$ cat src/rtl/semimips_pkg.sv
// Shared definitions for the semiMIPS multicycle control path: state codes,
// opcode constants, ALU operand/operation codes and the control word layout.
package semimips_pkg;

    typedef enum logic [3:0] {
        ST_FETCH    = 4'd0,
        ST_DECODE   = 4'd1,
        ST_MEM_ADDR = 4'd2,
        ST_MEM_RD   = 4'd3,
        ST_MEM_WB   = 4'd4,
        ST_MEM_WR   = 4'd5,
        ST_R_EXEC   = 4'd6,
        ST_R_WB     = 4'd7,
        ST_I_EXEC   = 4'd8,
        ST_I_WB     = 4'd9,
        ST_BRANCH   = 4'd10,
        ST_JUMP     = 4'd11
    } state_e;

    localparam logic [5:0] OP_RTYPE = 6'b000000;
    localparam logic [5:0] OP_LW    = 6'b100011;
    localparam logic [5:0] OP_SW    = 6'b101011;
    localparam logic [5:0] OP_ADDI  = 6'b001000;
    localparam logic [5:0] OP_BEQ   = 6'b000100;
    localparam logic [5:0] OP_BNE   = 6'b000101;
    localparam logic [5:0] OP_BLEZ  = 6'b000110;
    localparam logic [5:0] OP_BGTZ  = 6'b000111;
    localparam logic [5:0] OP_J     = 6'b000010;

    localparam logic [1:0] ALUOP_ADD   = 2'b00;
    localparam logic [1:0] ALUOP_SUB   = 2'b01;
    localparam logic [1:0] ALUOP_FUNCT = 2'b10;

    localparam logic [1:0] SRCB_RT      = 2'b00;
    localparam logic [1:0] SRCB_FOUR    = 2'b01;
    localparam logic [1:0] SRCB_IMM     = 2'b10;
    localparam logic [1:0] SRCB_IMM_SH2 = 2'b11;

    typedef struct packed {
        logic       pc_write;
        logic       pc_write_cond;
        logic       ir_write;
        logic       iord;
        logic       mem_read;
        logic       mem_write;
        logic       reg_write;
        logic       memtoreg;
        logic       regdst;
        logic       alusrca;
        logic [1:0] alusrcb;
        logic [1:0] aluop;
        logic       jump;
        logic       branchbeq;
        logic       branchbne;
        logic       branchblez;
        logic       branchbgtz;
    } ctrl_t;

    // True for every opcode the core implements.
    function automatic logic op_known(input logic [5:0] op);
        return (op == OP_RTYPE) || (op == OP_LW) || (op == OP_SW) ||
               (op == OP_ADDI) || (op == OP_BEQ) || (op == OP_BNE) ||
               (op == OP_BLEZ) || (op == OP_BGTZ) || (op == OP_J);
    endfunction

endpackage

$ cat src/rtl/mc_ctrl_if.sv
// Control-path bundle between the main FSM (master) and the datapath (slave).
// Memory handshake: the FSM holds mem_read or mem_write high until the cycle
// in which mem_ready is 1; that cycle completes the access. mem_ready has no
// meaning while neither request is high.
interface mc_ctrl_if;
    logic [5:0] opcode;
    logic       mem_ready;
    logic       pc_write;
    logic       pc_write_cond;
    logic       ir_write;
    logic       iord;
    logic       mem_read;
    logic       mem_write;
    logic       reg_write;
    logic       memtoreg;
    logic       regdst;
    logic       alusrca;
    logic [1:0] alusrcb;
    logic [1:0] aluop;
    logic       jump;
    logic       branchbeq;
    logic       branchbne;
    logic       branchblez;
    logic       branchbgtz;
    logic       illegal_op;
    logic [3:0] state;

    modport master (
        input  opcode, mem_ready,
        output pc_write, pc_write_cond, ir_write, iord, mem_read, mem_write,
               reg_write, memtoreg, regdst, alusrca, alusrcb, aluop, jump,
               branchbeq, branchbne, branchblez, branchbgtz, illegal_op, state
    );

    modport slave (
        output opcode, mem_ready,
        input  pc_write, pc_write_cond, ir_write, iord, mem_read, mem_write,
               reg_write, memtoreg, regdst, alusrca, alusrcb, aluop, jump,
               branchbeq, branchbne, branchblez, branchbgtz, illegal_op, state
    );
endinterface

$ cat src/rtl/mc_ctrl_decode.sv
// Moore output decode: state plus the opcode latched in DECODE give the
// control word. Only FETCH looks at mem_ready (IR/PC load on completion).
module mc_ctrl_decode
    import semimips_pkg::*;
(
    input  state_e     state_i,
    input  logic [5:0] opcode_i,
    input  logic       mem_ready_i,
    output ctrl_t      ctrl_o
);

    // Per-state control word; anything not set stays 0.
    always_comb begin
        ctrl_o = '0;
        case (state_i)
            ST_FETCH: begin
                ctrl_o.mem_read = 1'b1;
                ctrl_o.alusrcb  = SRCB_FOUR;
                ctrl_o.aluop    = ALUOP_ADD;
                ctrl_o.ir_write = mem_ready_i;
                ctrl_o.pc_write = mem_ready_i;
            end
            ST_DECODE: begin
                ctrl_o.alusrcb = SRCB_IMM_SH2;
                ctrl_o.aluop   = ALUOP_ADD;
            end
            ST_MEM_ADDR, ST_I_EXEC: begin
                ctrl_o.alusrca = 1'b1;
                ctrl_o.alusrcb = SRCB_IMM;
                ctrl_o.aluop   = ALUOP_ADD;
            end
            ST_MEM_RD: begin
                ctrl_o.mem_read = 1'b1;
                ctrl_o.iord     = 1'b1;
            end
            ST_MEM_WB: begin
                ctrl_o.reg_write = 1'b1;
                ctrl_o.memtoreg  = 1'b1;
            end
            ST_MEM_WR: begin
                ctrl_o.mem_write = 1'b1;
                ctrl_o.iord      = 1'b1;
            end
            ST_R_EXEC: begin
                ctrl_o.alusrca = 1'b1;
                ctrl_o.alusrcb = SRCB_RT;
                ctrl_o.aluop   = ALUOP_FUNCT;
            end
            ST_R_WB: begin
                ctrl_o.reg_write = 1'b1;
                ctrl_o.regdst    = 1'b1;
            end
            ST_I_WB: begin
                ctrl_o.reg_write = 1'b1;
            end
            ST_BRANCH: begin
                ctrl_o.alusrca       = 1'b1;
                ctrl_o.alusrcb       = SRCB_RT;
                ctrl_o.aluop         = ALUOP_SUB;
                ctrl_o.pc_write_cond = 1'b1;
                case (opcode_i)
                    OP_BEQ:  ctrl_o.branchbeq  = 1'b1;
                    OP_BNE:  ctrl_o.branchbne  = 1'b1;
                    OP_BLEZ: ctrl_o.branchblez = 1'b1;
                    OP_BGTZ: ctrl_o.branchbgtz = 1'b1;
                    default: ;
                endcase
            end
            ST_JUMP: begin
                ctrl_o.jump     = 1'b1;
                ctrl_o.pc_write = 1'b1;
            end
            default: ;
        endcase
    end

endmodule

$ cat src/rtl/mc_ctrl.sv
// semiMIPS multicycle main controller: state register, opcode latch and
// optional memory-wait watchdog. Outputs are all held at 0 during reset.
module mc_ctrl
    import semimips_pkg::*;
#(
    parameter int RDY_TIMEOUT = 0
) (
    input logic       clk,
    input logic       rst,
    mc_ctrl_if.master bus
);

    state_e     state_q, state_d;
    logic [5:0] opcode_q, opcode_d;
    logic       timeout;
    logic       illegal;
    ctrl_t      ctrl;
    ctrl_t      ctrl_g;

    // Next state and opcode latch; unknown opcodes and watchdog expiry flag illegal.
    always_comb begin
        state_d  = state_q;
        opcode_d = opcode_q;
        illegal  = timeout;
        case (state_q)
            ST_FETCH: begin
                if (bus.mem_ready)  state_d = ST_DECODE;
                else if (timeout)   state_d = ST_FETCH;
            end
            ST_DECODE: begin
                opcode_d = bus.opcode;
                case (bus.opcode)
                    OP_RTYPE:                         state_d = ST_R_EXEC;
                    OP_LW, OP_SW:                     state_d = ST_MEM_ADDR;
                    OP_ADDI:                          state_d = ST_I_EXEC;
                    OP_BEQ, OP_BNE, OP_BLEZ, OP_BGTZ: state_d = ST_BRANCH;
                    OP_J:                             state_d = ST_JUMP;
                    default: begin
                        state_d = ST_FETCH;
                        illegal = 1'b1;
                    end
                endcase
            end
            ST_MEM_ADDR: state_d = (opcode_q == OP_LW) ? ST_MEM_RD : ST_MEM_WR;
            ST_MEM_RD: begin
                if (bus.mem_ready)  state_d = ST_MEM_WB;
                else if (timeout)   state_d = ST_FETCH;
            end
            ST_MEM_WR: begin
                if (bus.mem_ready || timeout) state_d = ST_FETCH;
            end
            ST_R_EXEC:   state_d = ST_R_WB;
            ST_I_EXEC:   state_d = ST_I_WB;
            ST_MEM_WB, ST_R_WB, ST_I_WB, ST_BRANCH, ST_JUMP: state_d = ST_FETCH;
            default:     state_d = ST_FETCH;
        endcase
    end

    // State and opcode registers.
    always_ff @(posedge clk) begin
        if (rst) begin
            state_q  <= ST_FETCH;
            opcode_q <= '0;
        end else begin
            state_q  <= state_d;
            opcode_q <= opcode_d;
        end
    end

    if (RDY_TIMEOUT > 0) begin : g_wdog
        localparam int CW = $clog2(RDY_TIMEOUT + 1);
        logic [CW-1:0] cnt_q, cnt_d;
        logic          in_wait;

        assign in_wait = (state_q == ST_FETCH) || (state_q == ST_MEM_RD) ||
                         (state_q == ST_MEM_WR);
        assign timeout = in_wait && !bus.mem_ready && (cnt_q == CW'(RDY_TIMEOUT));

        // Count unanswered request cycles; restart whenever a wait state is (re)entered.
        always_comb begin
            cnt_d = cnt_q;
            if ((state_d != state_q) || timeout) cnt_d = '0;
            else if (in_wait && !bus.mem_ready)  cnt_d = cnt_q + CW'(1);
        end

        // Watchdog counter register.
        always_ff @(posedge clk) begin
            if (rst) cnt_q <= '0;
            else     cnt_q <= cnt_d;
        end
    end else begin : g_no_wdog
        assign timeout = 1'b0;
    end

    mc_ctrl_decode u_decode (
        .state_i     (state_q),
        .opcode_i    (opcode_q),
        .mem_ready_i (bus.mem_ready),
        .ctrl_o      (ctrl)
    );

    assign ctrl_g = rst ? '0 : ctrl;

    assign bus.pc_write      = ctrl_g.pc_write;
    assign bus.pc_write_cond = ctrl_g.pc_write_cond;
    assign bus.ir_write      = ctrl_g.ir_write;
    assign bus.iord          = ctrl_g.iord;
    assign bus.mem_read      = ctrl_g.mem_read;
    assign bus.mem_write     = ctrl_g.mem_write;
    assign bus.reg_write     = ctrl_g.reg_write;
    assign bus.memtoreg      = ctrl_g.memtoreg;
    assign bus.regdst        = ctrl_g.regdst;
    assign bus.alusrca       = ctrl_g.alusrca;
    assign bus.alusrcb       = ctrl_g.alusrcb;
    assign bus.aluop         = ctrl_g.aluop;
    assign bus.jump          = ctrl_g.jump;
    assign bus.branchbeq     = ctrl_g.branchbeq;
    assign bus.branchbne     = ctrl_g.branchbne;
    assign bus.branchblez    = ctrl_g.branchblez;
    assign bus.branchbgtz    = ctrl_g.branchbgtz;
    assign bus.illegal_op    = rst ? 1'b0 : illegal;
    assign bus.state         = rst ? 4'd0 : state_q;

endmodule

$ cat src/flat_wrapper.sv
// flat-port wrapper written by rule: the top's interface ports become plain ports
module mc_ctrl_flat import semimips_pkg::*;
#(
    parameter int RDY_TIMEOUT = 0
)
  (clk, rst, bus_opcode, bus_mem_ready, bus_pc_write, bus_pc_write_cond, bus_ir_write, bus_iord, bus_mem_read, bus_mem_write, bus_reg_write, bus_memtoreg, bus_regdst, bus_alusrca, bus_alusrcb, bus_aluop, bus_jump, bus_branchbeq, bus_branchbne, bus_branchblez, bus_branchbgtz, bus_illegal_op, bus_state);
  mc_ctrl_if bus_i ();
  input logic clk;
  input logic rst;
  input wire logic [$bits(bus_i.opcode)-1:0] bus_opcode;
  input wire logic [$bits(bus_i.mem_ready)-1:0] bus_mem_ready;
  output wire logic [$bits(bus_i.pc_write)-1:0] bus_pc_write;
  output wire logic [$bits(bus_i.pc_write_cond)-1:0] bus_pc_write_cond;
  output wire logic [$bits(bus_i.ir_write)-1:0] bus_ir_write;
  output wire logic [$bits(bus_i.iord)-1:0] bus_iord;
  output wire logic [$bits(bus_i.mem_read)-1:0] bus_mem_read;
  output wire logic [$bits(bus_i.mem_write)-1:0] bus_mem_write;
  output wire logic [$bits(bus_i.reg_write)-1:0] bus_reg_write;
  output wire logic [$bits(bus_i.memtoreg)-1:0] bus_memtoreg;
  output wire logic [$bits(bus_i.regdst)-1:0] bus_regdst;
  output wire logic [$bits(bus_i.alusrca)-1:0] bus_alusrca;
  output wire logic [$bits(bus_i.alusrcb)-1:0] bus_alusrcb;
  output wire logic [$bits(bus_i.aluop)-1:0] bus_aluop;
  output wire logic [$bits(bus_i.jump)-1:0] bus_jump;
  output wire logic [$bits(bus_i.branchbeq)-1:0] bus_branchbeq;
  output wire logic [$bits(bus_i.branchbne)-1:0] bus_branchbne;
  output wire logic [$bits(bus_i.branchblez)-1:0] bus_branchblez;
  output wire logic [$bits(bus_i.branchbgtz)-1:0] bus_branchbgtz;
  output wire logic [$bits(bus_i.illegal_op)-1:0] bus_illegal_op;
  output wire logic [$bits(bus_i.state)-1:0] bus_state;
  assign bus_i.opcode = bus_opcode;
  assign bus_i.mem_ready = bus_mem_ready;
  assign bus_pc_write = bus_i.pc_write;
  assign bus_pc_write_cond = bus_i.pc_write_cond;
  assign bus_ir_write = bus_i.ir_write;
  assign bus_iord = bus_i.iord;
  assign bus_mem_read = bus_i.mem_read;
  assign bus_mem_write = bus_i.mem_write;
  assign bus_reg_write = bus_i.reg_write;
  assign bus_memtoreg = bus_i.memtoreg;
  assign bus_regdst = bus_i.regdst;
  assign bus_alusrca = bus_i.alusrca;
  assign bus_alusrcb = bus_i.alusrcb;
  assign bus_aluop = bus_i.aluop;
  assign bus_jump = bus_i.jump;
  assign bus_branchbeq = bus_i.branchbeq;
  assign bus_branchbne = bus_i.branchbne;
  assign bus_branchblez = bus_i.branchblez;
  assign bus_branchbgtz = bus_i.branchbgtz;
  assign bus_illegal_op = bus_i.illegal_op;
  assign bus_state = bus_i.state;
  mc_ctrl #(.RDY_TIMEOUT(RDY_TIMEOUT)) u_core (.clk(clk), .rst(rst), .bus(bus_i));
endmodule
$ cat config.mk
export PLATFORM = sky130hd
export DESIGN_NAME = mc_ctrl_flat
export DESIGN_NICKNAME = d
export VERILOG_FILES = /design/src/rtl/semimips_pkg.sv /design/src/rtl/mc_ctrl_if.sv /design/src/rtl/mc_ctrl_decode.sv /design/src/rtl/mc_ctrl.sv /design/src/flat_wrapper.sv
export SDC_FILE = /design/constraint.sdc
export NUM_CORES = 1
export LEC_CHECK = 0
export ABC_CLOCK_PERIOD_IN_PS = 2050
export CAP_MARGIN = 20
export CORE_ASPECT_RATIO = 1.1
export CORE_MARGIN = 2
export CORE_UTILIZATION = 51
export CTS_CLUSTER_SIZE = 40
export DETAILED_ROUTE_END_ITERATION = 10
export HOLD_SLACK_MARGIN = 0.06
export PLACE_DENSITY = 0.94
export SLEW_MARGIN = 20
export SYNTH_ARGS = -nofsm -noshare
export SYNTH_HDL_FRONTEND = slang
export SYNTH_HIERARCHICAL = 1
export SYNTH_SLANG_ARGS = --single-unit
$ cat constraint.sdc
create_clock -name clk -period 2.05 [get_ports clk]
set_input_delay 0.205 -clock clk [delete_from_list [all_inputs] [get_ports clk]]
set_output_delay 0.205 -clock clk [all_outputs]
set_load 0.01 [all_outputs]
==> results.json, run 1 <==
{
  "worst_slew_pin_slew_ps": 755,
  "final_area_sq_um": 1630,
  "synth_cell_types": 46,
  "cp_top_family": "buffers and inverters",
  "vdd_drop_max_uv": 407,
  "synth_edf_count": 0,
  "clock-sinks": 10,
  "ys_warn_count": 6,
  "cts_tree": "done",
  "endpoint_kind": "output pin",
  "ant_nets": 0,
  "num_rows": 17,
  "fp.dieW_um": 48.8,
  "cts_buffer_depth": 2,
  "grt_max_degree": 20,
  "grt_pass1_wl_um": 5380,
  "synth_top_area_cell": "dfxtp_1",
  "r2r_slack_ps": 380,
  "vias": 1290,
  "antenna_cells": 0,
  "cp.arrival_ps": 1820,
  "synth_top_area_frac": 0.178,
  "cp_cell_sequence": "nand4bb_2 > inv_1 > nor2b_1 > clkdlybuf4s50_1",
  "cts_max_level": 1,
  "place_area_sq_um": 1570,
  "hold_end": "u_core/opcode_q[2]",
  "met2_length_um": 1620,
  "fin_tns_setup_ps": 0,
  "cts_buffers": 3,
  "critPathMaxFanout": 9,
  "synth-seq-cells": 10,
  "p_total_mw": 0.606,
  "gp_congestion": 0.856,
  "hp-class": "reg2reg",
  "hold_viol": 0,
  "clkTransAtPathRegs_ps": 70,
  "core_sq_um": 2040,
  "worst-setup-path-type": "reg2out",
  "drt-met1-wl_um": 1220,
  "wl_per_cell_um": 13.9,
  "syn_area_per_cell_sq_um": 7.51,
  "vias_per_cell": 5.73,
  "ys_seq_area_frac": 0.178,
  "nNetsFinal": 207,
  "antenna_found_initial": 0,
  "period_share": 0.986,
  "grt_setup_unrepaired": "yes",
  "syn_area_sq_um": 1130,
  "relSlewSlack": 0.493,
  "min_period_ps": 2020,
  "setup_viol": 0,
  "async_flop_share": 0,
  "wl_met3_um": 202,
  "die_h_um": 53.3,
  "ios": 33,
  "yosys-top-cells-area": "dfxtp_1 18%, nor2b_1 12%, nand2_1 4.7%",
  "ys.flop_type": "dfxtp_1",
  "timing.rr.end": "u_core/state_q[3]",
  "fmax_mhz": 495,
  "hp-start": "u_core/opcode_q[2]",
  "synth_fp_nets": 159,
  "drive_above_1_share": 0.249,
  "port_buffers": 32,
  "wl_um": 3130,
  "clk_latency_ps": 280,
  "hold_buffers": 0,
  "skew_ps": 2.05,
  "grt_overflow": 0,
  "synthCells": 150,
  "cts-root-buf": "clkbuf_4",
  "die-area_sq_um": 2600,
  "dp_hpwl_um": 2380,
  "post-route-util": 0.800,
  "drtPass1Iterations": 4,
  "cp-start-kind": "flop",
  "highest_layer": "met4",
  "start_util": 0.551,
  "postCtsSetupBuffers": 0,
  "cp_slowest_cell": "clkdlybuf4s50_1",
  "grt_pass1_vias": 1236,
  "hold_slack_ps": 488,
  "timing.rr.start": "u_core/state_q[1]",
  "p_per_area_nw_per_um2": 371,
  "p_leak_nw": 0.682,
  "drc": 0,
  "max_stage_delay_ps": 540,
  "maxSlewViolCount": 0,
  "cap_viol_max_count": 0,
  "area_growth_syn_to_layout_pct": 45.1,
  "outcome": "complete, no violations",
  "cp.buffers_inverters": 2,
  "hold_depth": 2,
  "reg2reg_depth": 5,
  "cp.required_ps": 1850,
  "gr-usage-all-layers": 0.267,
  "drtIter0Drc": 31
}
cells in the mapped netlist, drive strengths merged (2+ instances only):
cell,n
nor2b,23
nand2,14
a21oi,10
dfxtp,10
nor2,10
inv,9
nand2b,8
clkbuf,7
nor3,6
o21ai,6
buf,5
nor4,4
nor4b,4
or4b,3
a211oi,2
and3,2
nand4b,2
o211ai,2
o21a,2
o41ai,2
or2b,2
or4,2
xnor2,2
flip-flops by register name, indices dropped and copies added (netlist names):
name and flops:
u_core/opcode_q 6, u_core/state_q 4
placed cells by master, fill, tap and decap left out, drive strengths merged, types with 2 or more instances in the layout:
cell / count
a211oi: 2
a21oi: 10
and3: 2
buf: 23
clkbuf: 5
clkdlybuf4s50: 22
dfxtp: 10
dlygate4sd2: 6
dlymetal6s2s: 2
inv: 9
nand2: 14
nand2b: 8
nand4b: 2
nor2: 10
nor2b: 23
nor3: 6
nor4: 4
nor4b: 4
o211ai: 2
o21a: 2
o21ai: 6
o41ai: 2
or2b: 2
or4: 2
or4b: 3
xnor2: 2
where the power goes:
| part | switching, mW | total [mW] | leakage, nW | internal, mW |
|---|---|---|---|---|
| Clock | 0.0797 | 0.188 | 0.0210 | 0.108 |
| Sequential | 0.0163 | 0.220 | 0.0839 | 0.204 |
| Combinational | 0.0969 | 0.199 | 0.577 | 0.102 |
| Total | 0.193 | 0.606 | 0.682 | 0.414 |
logic make-up (layout without fill, tap and decap cells):
kind of cell	after synthesis	in the layout	synth area share
AND/OR/NAND/NOR	85	85	0.484
XOR/XNOR	3	3	0.0233
multiplexers	1	1	0.00889
AO/OA/AOI/OAI	30	30	0.199
buffers and inverters	21	68	0.107
flip-flops	10	10	0.178
layout make-up:
type                    instances  area, sq um
clock buffers                   4         36.3
fillers                       147          408
repair buffers                 55          485
inverters                       9         33.8
multi-input cells             119          833
flip-flops and latches         10          210
well taps                      28         35.0
worst min-delay path: stages (launching register included):
cell and delay [ps]:
dfxtp_1 330, nand2_1 60, a21oi_1 50
through the flow:
stage	worst slack (ps)	instances
6_report	29.0	225
5_1_grt	-80.1	225
4_1_cts	8.21	225
3_5_place_dp	-189	221
3_3_place_gp	-93.7	221
2_1_floorplan	370	150
layer usage:
layer	vias to the layer above	global-route usage
met5	-	0
met4	0	0.157
met3	15	0.0395
met2	67	0.514
met1	588	0.278
li1	620	-
worst max path at each step:
| stage | startpoint | endpoint | depth (start not counted) |
|---|---|---|---|
| 2_1_floorplan | u_core/state_q[3] | bus_illegal_op | 4 |
| 4_1_cts | bus_opcode[0] | bus_illegal_op | 6 |
| 3_5_place_dp | bus_opcode[0] | bus_illegal_op | 6 |
| 5_1_grt | u_core/state_q[0] | bus_aluop[0] | 4 |
| 6_report | u_core/state_q[0] | bus_aluop[0] | 4 |
| 3_3_place_gp | bus_mem_ready | bus_pc_write | 5 |
what timing repair did:
action                                  4_1_cts  5_1_grt
endpoints found under the setup margin       14       11
pin swaps                                     0        1
gates resized for setup                      12       13
cloned                                        0        0
(Power assumes the default switching activity.)
==> run 2: changes to the inputs <==
--- a/config.mk
+++ b/config.mk
@@ -5,15 +5,15 @@
 export SDC_FILE = /design/constraint.sdc
 export NUM_CORES = 1
 export LEC_CHECK = 0
-export ABC_CLOCK_PERIOD_IN_PS = 2050
+export ABC_CLOCK_PERIOD_IN_PS = 1970
 export CAP_MARGIN = 20
 export CORE_ASPECT_RATIO = 1.1
 export CORE_MARGIN = 2
-export CORE_UTILIZATION = 51
+export CORE_UTILIZATION = 47
 export CTS_CLUSTER_SIZE = 40
 export DETAILED_ROUTE_END_ITERATION = 10
 export HOLD_SLACK_MARGIN = 0.06
-export PLACE_DENSITY = 0.94
+export PLACE_DENSITY = 0.88
 export SLEW_MARGIN = 20
 export SYNTH_ARGS = -nofsm -noshare
 export SYNTH_HDL_FRONTEND = slang
==> constraint.sdc (replaced) <==
create_clock -name clk -period 1.97 [get_ports clk]
set_input_delay 0.197 -clock clk [delete_from_list [all_inputs] [get_ports clk]]
set_output_delay 0.197 -clock clk [all_outputs]
set_load 0.01 [all_outputs]
==> run 2 against run 1 <==
  * Clock power is essentially flat
  * Worst setup slack better by 36 ps
  * First-iteration DRC count decreased by 26%
  * Global-route usage fell by 5.0 points
  * Cell area rose by 4.6%
  * Critical path type unchanged
  * Largest cell class unchanged
  * Die area grew 7.8%
==> results.json, run 2 (synthesized netlist as in run 1, its figures left out) <==
{
  "period_share": 0.967,
  "die_h_um": 55.3,
  "grt_pass1_vias": 1196,
  "p_per_area_nw_per_um2": 370,
  "clkTransAtPathRegs_ps": 70,
  "timing.rr.end": "u_core/state_q[3]",
  "antenna_found_initial": 0,
  "ios": 33,
  "min_period_ps": 1900,
  "antenna_cells": 0,
  "reg.largest.list": "u_core/opcode_q (6), u_core/state_q (4)",
  "p_leak_nw": 0.804,
  "grt_setup_unrepaired": "yes",
  "hold_depth": 4,
  "relSlewSlack": 0.601,
  "cts_max_level": 1,
  "vias_per_cell": 5.56,
  "cp.arrival_ps": 1710,
  "reg2reg_depth": 5,
  "cap_viol_max_count": 0,
  "hp-start": "bus_opcode[0]",
  "worst-setup-path-type": "reg2out",
  "dp_hpwl_um": 2220,
  "post-route-util": 0.759,
  "final_area_sq_um": 1710,
  "endpoint_kind": "output pin",
  "cp.required_ps": 1770,
  "gr-usage-all-layers": 0.217,
  "wl_per_cell_um": 13.0,
  "outcome": "complete, no violations",
  "cp-start-kind": "flop",
  "wl_um": 3020,
  "ant_nets": 0,
  "place_area_sq_um": 1630,
  "hold_end": "u_core/opcode_q[0]",
  "cts_buffer_depth": 2,
  "vias": 1296,
  "hold_viol": 0,
  "die-area_sq_um": 2800,
  "clk_latency_ps": 260,
  "drtPass1Iterations": 4,
  "num_rows": 18,
  "clock-sinks": 10,
  "hp-class": "in2reg",
  "critPathMaxFanout": 6,
  "final.fill_count": 180,
  "worst_slew_pin_slew_ps": 594,
  "grt_max_degree": 34,
  "grt_pass1_wl_um": 4880,
  "grt_overflow": 0,
  "final_cells": 233,
  "maxSlewViolCount": 0,
  "cts_buffers": 3,
  "timing.rr.start": "u_core/state_q[1]",
  "vdd_drop_max_uv": 293,
  "core_sq_um": 2250,
  "fp.dieW_um": 50.7,
  "p_total_mw": 0.632,
  "nNetsFinal": 213,
  "drtIter0Drc": 23,
  "area_growth_syn_to_layout_pct": 51.8,
  "largest-register": "u_core/opcode_q",
  "drc": 0,
  "final_common_cell": "buf_4",
  "cts-root-buf": "clkbuf_4",
  "r2r_slack_ps": 250,
  "cts_tree": "done",
  "dp_cells": 229,
  "final_cell_mix": "28 x buf_4, 21 x nor2b_1, 14 x nand2_1, 12 x clkdlybuf4s50_1",
  "skew_ps": 2.81,
  "fin_tns_setup_ps": 0,
  "setup_viol": 0,
  "pre_cts_ws_ps": -235,
  "gp_congestion": 0.844,
  "hold_slack_ps": 469,
  "fmax_mhz": 525,
  "drive_above_1_share": 0.286,
  "start_util": 0.500,
  "largest_reg_flops": 6,
  "port_buffers": 32,
  "fin_ws_ps": 65.4
}
run 2: cell types whose count changed in the layout (fill, tap and decap cells not counted), moves of 2 or more:
cell / delta
buf_4: +5
clkbuf_2: +2
clkdlybuf4s50_1: -10
dlygate4sd2_1: +2
dlymetal6s2s_1: +5
run 2: worst max-delay path, cell delays in order (launching register included):
cell,delay [ps]
dfxtp_2,350
buf_4,150
buf_4,150
nor3_1,110
nor2b_1,150
clkdlybuf4s50_1,540
run 2: report_power, final:
group	switching, mW	total, mW	internal [mW]	leakage [nW]
clock	0.0743	0.186	0.112	0.0210
sequential	0.0170	0.230	0.213	0.0840
combinational	0.101	0.215	0.114	0.699
total	0.193	0.632	0.439	0.804
run 2: repair_timing:
item / in CTS / in global routing
endpoints found under the hold margin: 0 / 0
hold buffers: 0 / 0
resized for setup: 24 / 19
setup endpoints to repair: 17 / 12
setup buffers: 0 / 0
run 2: metal layers:
metal  vias to the layer above  GRT usage  wire, um
met3                        13     0.0378       170
met2                        58      0.427      1620
met5                         -          0         0
met4                         0     0.0927        77
met1                       591      0.211      1150
li1                        634          -         -
run 2: worst max path at each step:
| stage | startpoint | end | cells after the start |
|---|---|---|---|
| after floorplan | u_core/state_q[3] | bus_illegal_op | 4 |
| after global placement | bus_mem_ready | bus_pc_write | 5 |
| after detailed placement | bus_opcode[0] | bus_illegal_op | 6 |
| after CTS | u_core/opcode_q[3] | bus_branchbne | 4 |
| after global routing | u_core/opcode_q[3] | bus_branchbne | 4 |
| final | u_core/state_q[3] | bus_alusrcb[0] | 5 |
run 2: layout make-up:
type,count,area (sq um),area share
Sequential cell,10,210,0.123
Tap cell,30,37.5,0.0220
Clock buffer,4,36.3,0.0212
Timing Repair Buffer,61,538,0.315
Multi-Input combinational cell,119,853,0.499
Inverter,9,33.8,0.0198
==> run 3: changes to the inputs <==
--- a/config.mk
+++ b/config.mk
@@ -7,9 +7,11 @@
 export LEC_CHECK = 0
 export ABC_CLOCK_PERIOD_IN_PS = 1970
 export CAP_MARGIN = 20
+export CELL_PAD_IN_SITES_DETAIL_PLACEMENT = 0
+export CELL_PAD_IN_SITES_GLOBAL_PLACEMENT = 1
 export CORE_ASPECT_RATIO = 1.1
 export CORE_MARGIN = 2
-export CORE_UTILIZATION = 47
+export CORE_UTILIZATION = 33
 export CTS_CLUSTER_SIZE = 40
 export DETAILED_ROUTE_END_ITERATION = 10
 export HOLD_SLACK_MARGIN = 0.06
==> run 3 against run 2 <==
  * Clock power barely moved
  * Maximum frequency is 2.1% lower
  * Combinational power is essentially flat
  * Largest cell class unchanged
  * Highest routed layer unchanged
==> results.json, run 3 (synthesized netlist as in run 1, its figures left out) <==
{
  "die-area_sq_um": 3900,
  "drtPass1Iterations": 4,
  "cts_max_level": 1,
  "hold_slack_ps": 527,
  "vdd_drop_max_uv": 321,
  "clock-sinks": 10,
  "nNetsFinal": 217,
  "num_rows": 22,
  "final_cells": 243,
  "vias": 1263,
  "setup_viol": 0,
  "sequentialPowerShare": 0.363,
  "dp_hpwl_um": 2240,
  "largest_reg_flops": 6,
  "critPathMaxFanout": 5,
  "hold_buffers": 0,
  "core_sq_um": 3300,
  "cts_buffer_depth": 2,
  "relSlewSlack": 0.598,
  "cp.required_ps": 1770,
  "grt_setup_unrepaired": "yes",
  "drc": 0,
  "clkTransAtPathRegs_ps": 60,
  "cts_tree": "done",
  "wl_um": 2800,
  "port_buffers": 32,
  "die_h_um": 65.3,
  "clockPowerShare": 0.293,
  "antenna_cells": 0,
  "final_area_sq_um": 1720,
  "clk_latency_ps": 260,
  "dp_cells": 239,
  "start_util": 0.341,
  "wl_per_cell_um": 11.5,
  "fp.dieW_um": 59.7,
  "skew_ps": 7.52,
  "ios": 33,
  "cts-root-buf": "clkbuf_4",
  "grt_pass1_vias": 1138,
  "fin_tns_setup_ps": 0,
  "endpoint_kind": "output pin",
  "cp-start-kind": "input port",
  "swShare": 0.291,
  "gp_congestion": 0.830,
  "drtIter0Drc": 41,
  "p_per_area_nw_per_um2": 364,
  "r2r_slack_ps": 300,
  "combPwrFrac": 0.344,
  "p_leak_nw": 0.820,
  "area_growth_syn_to_layout_pct": 52.3,
  "cp.arrival_ps": 1750,
  "cap_viol_max_count": 0,
  "outcome": "complete, no violations",
  "min_period_ps": 1950,
  "largest-register": "u_core/opcode_q",
  "vias_per_cell": 5.20,
  "fmax_mhz": 514,
  "worst_slew_pin_slew_ps": 598,
  "power.internal_mw": 0.443,
  "grt_max_degree": 18,
  "final_cell_mix": "32 x buf_4, 21 x nor2b_1, 14 x clkdlybuf4s50_1, 14 x nand2_1",
  "p_sw_mw": 0.182,
  "maxSlewViolCount": 0,
  "place_area_sq_um": 1650,
  "hold_viol": 0,
  "ant_nets": 0,
  "final_common_cell": "buf_4",
  "antenna_found_initial": 0,
  "hp-class": "reg2reg",
  "grt_pass1_wl_um": 4770,
  "grt_overflow": 0,
  "cts_buffers": 3,
  "reg.largest.list": "u_core/opcode_q (6), u_core/state_q (4)",
  "worst-setup-path-type": "in2out",
  "period_share": 0.988,
  "drive_above_1_share": 0.290,
  "gr-usage-all-layers": 0.153
}
## run 3: changes by cell type in the layout (fill, tap and decap cells not counted), sizes merged
cell           change
buf                +3
clkbuf             +2
clkdlybuf4s50      +2
dlygate4sd2        -4
dlymetal6s2s       +1
## run 3: worst paths after layout
kind | startpoint | end | cells past startpoint
max | bus_opcode[0] | bus_illegal_op | 6
min | u_core/opcode_q[1] | u_core/opcode_q[1] | 2
max reg2reg | u_core/state_q[1] | u_core/state_q[3] | 5
min reg2reg | u_core/opcode_q[1] | u_core/opcode_q[1] | 2
## run 3: critical path: stages
cell,delay [ps]
clkdlybuf4s50_1,460
buf_4,190
nor4b_2,320
o21ai_0,140
nor4b_1,160
dlygate4sd2_1,290
## run 3: layout make-up
cell class / instances / area [sq um]
Clock buffer: 4 / 36.3
Tap cell: 36 / 45.0
Sequential cell: 10 / 213
Fill cell: 333 / 1590
Timing Repair Buffer: 65 / 562
Multi-Input combinational cell: 119 / 826
Inverter: 9 / 33.8
## run 3: routing by layer
| metal | track usage | vias up | wire [um] |
|---|---|---|---|
| li1 | - | 651 | - |
| met1 | 0.185 | 563 | 1180 |
| met2 | 0.272 | 45 | 1430 |
| met3 | 0.0276 | 4 | 179 |
| met4 | 0.0389 | 0 | 18 |
| met5 | 0 | - | 0 |
## run 3: through the flow
step                total power, mW  utilization  worst slack [ps]
finish                        0.625        0.519              23.6
global route                  0.670        0.519             -44.2
CTS                           0.630        0.515              6.54
detailed placement            0.451        0.500              -221
global placement              0.446        0.500              -185
floorplan                     0.343            -               298
## run 3: timing repair
action	CTS	global route
gates resized for setup	20	20
buffers inserted	0	0
endpoints found under the setup margin	19	17
## run 3: power groups by stage
stage          Combinational (mW)  Clock [mW]  Sequential, mW
2_1_floorplan               0.114           0           0.229
3_3_place_gp                0.214           0           0.233
3_5_place_dp                0.217           0           0.234
4_1_cts                     0.216       0.188           0.227
5_1_grt                     0.236       0.204           0.230
6_report                    0.215       0.183           0.227
